**config.mk**
```make
export PLATFORM = sky130hd
export DESIGN_NAME = uart_tx_cfg
export DESIGN_NICKNAME = d
export VERILOG_FILES = /design/src/rtl/uart_tx_cfg.sv
export SDC_FILE = /design/constraint.sdc
export NUM_CORES = 1
export LEC_CHECK = 0
export ABC_AREA = 1
export CELL_PAD_IN_SITES_DETAIL_PLACEMENT = 1
export CELL_PAD_IN_SITES_GLOBAL_PLACEMENT = 2
export CORE_ASPECT_RATIO = 0.9
export CORE_MARGIN = 2
export CORE_UTILIZATION = 39
export DETAILED_ROUTE_END_ITERATION = 7
export PLACE_DENSITY_LB_ADDON = 0.3
export SLEW_MARGIN = 20
export SYNTH_ARGS = -nofsm -noshare
export SYNTH_HDL_FRONTEND = slang
export SYNTH_SLANG_ARGS = --single-unit
```
**constraint.sdc**
```tcl
create_clock -name clk -period 7.3 [get_ports clk]
set_input_delay 1.095 -clock clk [delete_from_list [all_inputs] [get_ports clk]]
set_output_delay 1.095 -clock clk [all_outputs]
set_load 0.03 [all_outputs]
```
**src/rtl/uart_tx_cfg.sv**
```systemverilog
// UART transmitter with a small transmit FIFO and a per-frame latched format
// (5-8 data bits, none/even/odd parity, 1 or 2 stop bits, runtime bit period).
module uart_tx_cfg #(
    parameter int FIFO_DEPTH = 4,
    parameter int DIV_W      = 16
) (
    input  logic                               clk,
    input  logic                               rst_n,
    input  logic                               s_valid,
    input  logic [7:0]                         s_data,
    output logic                               s_ready,
    input  logic [DIV_W-1:0]                   cfg_clks_per_bit,
    input  logic [1:0]                         cfg_data_bits,
    input  logic [1:0]                         cfg_parity,
    input  logic                               cfg_stop2,
    output logic                               tx,
    output logic                               tx_busy,
    output logic                               tx_done,
    output logic [$clog2(FIFO_DEPTH+1)-1:0]    fifo_count
);

    // state  | meaning
    // IDLE   | line high, waiting for a queued byte
    // START  | start bit (low) for N clocks
    // DATA   | data bits LSB first, N clocks each
    // PARITY | optional parity bit, N clocks
    // STOP   | stop bit(s) high, N or 2N clocks
    localparam logic [2:0] IDLE   = 3'd0;
    localparam logic [2:0] START  = 3'd1;
    localparam logic [2:0] DATA   = 3'd2;
    localparam logic [2:0] PARITY = 3'd3;
    localparam logic [2:0] STOP   = 3'd4;

    localparam int CNT_W = $clog2(FIFO_DEPTH + 1);
    localparam int PTR_W = $clog2(FIFO_DEPTH);

    logic [7:0]       mem [FIFO_DEPTH];
    logic [PTR_W-1:0] wr_ptr;
    logic [PTR_W-1:0] rd_ptr;
    logic             push;
    logic             pop;

    logic [2:0]       state;
    logic [DIV_W-1:0] bit_cnt;
    logic [2:0]       bit_idx;
    logic [7:0]       fr_data;
    logic [DIV_W-1:0] fr_n;
    logic [2:0]       fr_last;
    logic [1:0]       fr_par;
    logic             fr_stop2;

    logic             bit_end;
    logic             stop_last;
    logic             par_en;
    logic             par_bit;
    logic             tx_next;
    logic             done_d;
    logic [7:0]       data_mask;

    assign s_ready   = (fifo_count < CNT_W'(FIFO_DEPTH));
    assign push      = s_valid && s_ready;
    assign bit_end   = (bit_cnt == fr_n - DIV_W'(1));
    assign stop_last = (state == STOP) && bit_end && (bit_idx == {2'b00, fr_stop2});
    assign pop       = (fifo_count != '0) && ((state == IDLE) || stop_last);
    assign par_en    = (fr_par == 2'd1) || (fr_par == 2'd2);
    // fr_data is masked at latch time, so the reduction covers only the sent bits
    assign par_bit   = (^fr_data) ^ (fr_par == 2'd2);
    assign data_mask = 8'hFF >> (2'd3 - cfg_data_bits);

    always_ff @(posedge clk) begin
        if (push) begin
            mem[wr_ptr] <= s_data;
        end
    end

    always_ff @(posedge clk or negedge rst_n) begin
        if (!rst_n) begin
            wr_ptr     <= '0;
            rd_ptr     <= '0;
            fifo_count <= '0;
        end else begin
            if (push) begin
                wr_ptr <= wr_ptr + PTR_W'(1);
            end
            if (pop) begin
                rd_ptr <= rd_ptr + PTR_W'(1);
            end
            case ({push, pop})
                2'b10:   fifo_count <= fifo_count + CNT_W'(1);
                2'b01:   fifo_count <= fifo_count - CNT_W'(1);
                default: fifo_count <= fifo_count;
            endcase
        end
    end

    always_ff @(posedge clk or negedge rst_n) begin
        if (!rst_n) begin
            state    <= IDLE;
            bit_cnt  <= '0;
            bit_idx  <= '0;
            fr_data  <= '0;
            fr_n     <= DIV_W'(1);
            fr_last  <= 3'd7;
            fr_par   <= 2'd0;
            fr_stop2 <= 1'b0;
        end else if (pop) begin
            state    <= START;
            bit_cnt  <= '0;
            bit_idx  <= '0;
            fr_data  <= mem[rd_ptr] & data_mask;
            fr_n     <= (cfg_clks_per_bit == '0) ? DIV_W'(1) : cfg_clks_per_bit;
            fr_last  <= {1'b0, cfg_data_bits} + 3'd4;
            fr_par   <= cfg_parity;
            fr_stop2 <= cfg_stop2;
        end else begin
            case (state)
                START: begin
                    if (bit_end) begin
                        state   <= DATA;
                        bit_cnt <= '0;
                        bit_idx <= '0;
                    end else begin
                        bit_cnt <= bit_cnt + DIV_W'(1);
                    end
                end
                DATA: begin
                    if (bit_end) begin
                        bit_cnt <= '0;
                        if (bit_idx == fr_last) begin
                            bit_idx <= '0;
                            state   <= par_en ? PARITY : STOP;
                        end else begin
                            bit_idx <= bit_idx + 3'd1;
                        end
                    end else begin
                        bit_cnt <= bit_cnt + DIV_W'(1);
                    end
                end
                PARITY: begin
                    if (bit_end) begin
                        state   <= STOP;
                        bit_cnt <= '0;
                        bit_idx <= '0;
                    end else begin
                        bit_cnt <= bit_cnt + DIV_W'(1);
                    end
                end
                STOP: begin
                    if (bit_end) begin
                        bit_cnt <= '0;
                        if (stop_last) begin
                            state   <= IDLE;
                            bit_idx <= '0;
                        end else begin
                            bit_idx <= bit_idx + 3'd1;
                        end
                    end else begin
                        bit_cnt <= bit_cnt + DIV_W'(1);
                    end
                end
                default: state <= IDLE;
            endcase
        end
    end

    always_comb begin
        tx_next = 1'b1;
        case (state)
            START:   tx_next = 1'b0;
            DATA:    tx_next = fr_data[bit_idx];
            PARITY:  tx_next = par_bit;
            default: tx_next = 1'b1;
        endcase
    end

    // Line outputs are registered from the current state, so they trail the
    // internal state by one clock; tx_done is aligned to the same line timing.
    always_ff @(posedge clk or negedge rst_n) begin
        if (!rst_n) begin
            tx      <= 1'b1;
            tx_busy <= 1'b0;
            done_d  <= 1'b0;
            tx_done <= 1'b0;
        end else begin
            tx      <= tx_next;
            tx_busy <= (state != IDLE);
            done_d  <= stop_last;
            tx_done <= done_d;
        end
    end

endmodule
```
==> results.yml <==
status:
  run_status: "finished clean"
synthesis:
  net_count_after_synthesis: 659
  post_synth_instance_area_mm2: 0.00516
  synth-seq-cells: 94
  yosysSeqAreaShare: 0.488
  yosys_top_cell_area_share: 0.281
  syn-instance-count: 617
  yosys.cell_types.count: 51
  yosys.cell_count.top_type: "nand2_1"
  postSynth.asyncResetShare: 0.660
  post_synth_most_frequent_cells: "168 x nand2_1, 65 x nor2_1, 60 x inv_1"
  synth_area_leader_cell: "dfrtp_1"
  dominantRegCellSynth: "dfrtp_1"
  synthTopCellsByArea: "dfrtp_1 28%, edfxtp_1 19%, nand2_1 12%"
  edff_count_synth: 32
  yosys_warnings: 0
  syn_area_per_cell_um2: 8.37
finish:
  final_core_util: 0.465
  fill_cells: 1534
  final_layout_size_suffix_gt1_frac: 0.0626
  area_growth_syn_to_layout_pct: 15.5
  insertedDiodeCount: 0
  final_cell_count_no_fill: 819
  final_nets: 692
clocking:
  cts_tree: "done"
  cts_setup_buffers: 0
  cts_buffers: 9
  clk_latency_ns: 0.36
  cts.sink_count: 94
  ctsResizeCount: 0
  cts_hold_repair.buffers: 0
  clockRootBuffer: "clkbuf_16"
  htree_num_levels: 3
  clk_pin_slew_worst_paths_ns: 0.07
  clock_tree.buffer_depth: 2
drt:
  route.vias.total: 4251
  drtAntennaViolNets: 0
  drt-wirelength-per-cell_um: 16.5
  detail_route.iter0.violations: 227
  first_pass_iters: 4
  remaining_drc_errors: 0
  via_cell_ratio: 5.19
  drt_wl_total_mm: 13.5
worst_setup_path:
  critPathLaunchType: "flip-flop"
  critical_path.n_buffers_inverters: 4
  cp_cell_sequence: "inv_1 > ha_1 > xnor2_1 > inv_1 > nand2_1 > nand2_1 > nor2_1 > nand4_1 > nor2_1 > nand3_2 > nand2_2 > nand2_4 > inv_2 > ha_1 > inv_1 > fa_1 > a21oi_1 > o21ai_0 > xor2_1"
  critPathTopFamily: "simple AND/OR/NAND/NOR gates"
  classification_of_the_worst_setup_path: "flip-flop to flip-flop"
  timing.critical_path.to_type: "flip-flop"
  critPathArrivalTime_ns: 4.32
  cp_common_cell: "inv_1"
  timing.critical_path.required_ns: 7.53
  crit_path_top_delay_cell: "inv_2"
  cpPeakStageDelay_ns: 0.55
  worst-path-max-fanout: 55
place:
  routabilityCongestion: 0.882
  post-dp-hpwl_mm: 10.2
  portBuffers: 38
  placedCellCount: 803
grt:
  number_of_antenna_violations_at_the_first_check_in_global_routing: 0
  gr-usage-all-layers: 0.204
  grt_start_max_net_pins: 63
  grt.overflow.total: 0
  grt_first_pass_wirelength_mm: 22.9
  via_count_of_the_first_global_routing_pass: 4498
floorplanning:
  die_span_in_x_um: 125
  floorplan.core_area_mm2: 0.0128
  dieArea_mm2: 0.0142
  placement_rows: 39
  die_y_um: 113
  boundaryPins: 39
  start_util: 0.402
timing:
  timing_hold_violations_final: 0
  finClkSkew_ns: 0.00686
  worstMarginPinSlew_ns: 0.825
  grt_setup_unrepaired: "no"
  setup_total_negative_slack_ns: 0
  drv_slew: 0
  final-setup-viol-count: 0
  period_share: 0.560
  min_period_ns: 4.09
  max_clock_freq_mhz: 244
  relSlewSlack: 0.450
power:
  p_total_w: 0.00152
  max-vdd-ir-drop_uv: 183
  power_per_cell_area_mw_per_mm2: 255
  power_leakage_nw: 2.63
job:
  cap_violations: 0
hold_path:
  hp-class: "flip-flop to flip-flop"
area by class of cell:
type | count | area [µm²] | share of cell area
clock buffers | 9 | 225 | 0.0378
clock inverters | 7 | 78.8 | 0.0132
inverters | 64 | 240 | 0.0403
multi-input cells | 442 | 2320 | 0.388
flip-flops and latches | 94 | 2520 | 0.422
well taps | 164 | 205 | 0.0344
repair buffers | 39 | 383 | 0.0642
path summary, 6_finish.rpt:
| kind | startpoint | end | slack (ns) | cells after the start |
|---|---|---|---|---|
| max | fr_n[0]$_DFFE_PN1N_ | fifo_count[2]$_DFFE_PN0P_ | 3.21 | 19 |
| min | done_d$_DFF_PN0_ | tx_done$_DFF_PN0_ | 0.35 | 0 |
| max reg2reg | fr_n[0]$_DFFE_PN1N_ | fifo_count[2]$_DFFE_PN0P_ | 3.21 | 19 |
| min reg2reg | done_d$_DFF_PN0_ | tx_done$_DFF_PN0_ | 0.35 | 0 |
| max in group asynchronous | rst_n | bit_cnt[11]$_DFFE_PN0P_ | 5.84 | 2 |
| min in group asynchronous | rst_n | fr_n[11]$_DFFE_PN0N_ | 0.90 | 2 |
power breakdown:
part / total, W / switching [W] / leakage, nW / internal [W]
clock: 0.000477 / 0.000231 / 0.151 / 0.000246
combinational: 0.000366 / 0.000230 / 1.43 / 0.000136
sequential: 0.000675 / 0.0000550 / 1.05 / 0.000620
total: 0.00152 / 0.000516 / 2.63 / 0.00100
cells by family (layout without fill, tap and decap cells):
group	Yosys count	after routing	share of synthesized area
multiplexers	1	1	0.00194
XOR/XNOR	38	38	0.0645
buffers and inverters	81	119	0.0640
AND/OR/NAND/NOR	315	315	0.265
flip-flops	94	94	0.488
AO/OA/AOI/OAI	78	78	0.0914
adder cells (fa/ha/maj)	10	10	0.0257
flip-flops by register name, summed over array words and instances, names as in the netlist, 3 cells and up:
signal / count
bit_cnt: 16
bit_idx: 3
fifo_count: 3
fr_data: 8
fr_n: 16
mem: 32
state: 3
layer usage:
metal,share of wire,vias to the layer above,track usage
met5,0,-,0
met4,0.027,0,0.0793
met3,0.022,18,0.0345
met2,0.50,43,0.352
met1,0.45,2092,0.258
li1,-,2098,-
per-stage QoR:
step | hold WS (ns) | area, µm² | setup slack, ns
final | 0.351 | 5970 | 3.21
after global routing | 0.369 | 5970 | 2.77
after CTS | 0.353 | 5970 | 3.18
after detailed placement | 0.337 | 5660 | 3.18
after global placement | 0.336 | 5660 | 3.39
after floorplan | 0.331 | 5160 | 4.29
layout by cell type (no fill, tap or decap), types with 2 or more instances in the layout:
master and instances:
nand2_1 168, nor2_1 65, inv_1 60, dfrtp_1 58, nand3_1 38, clkdlybuf4s50_1 37
o21ai_0 33, edfxtp_1 32, xor2_1 26, a21oi_1 15, xnor2_1 12, nand4_1 10
ha_1 9, clkbuf_16 9, nor4_1 8, o21ai_1 8, a32o_1 7, nor3_1 5
nor2_2 4, nand3b_1 4, inv_8 4, dfstp_2 4, nand2_2 3, inv_2 3
o22ai_1 3, nor2_4 2, nand3_2 2, inv_6 2
No activity file was read; power rests on OpenSTA's default activity.
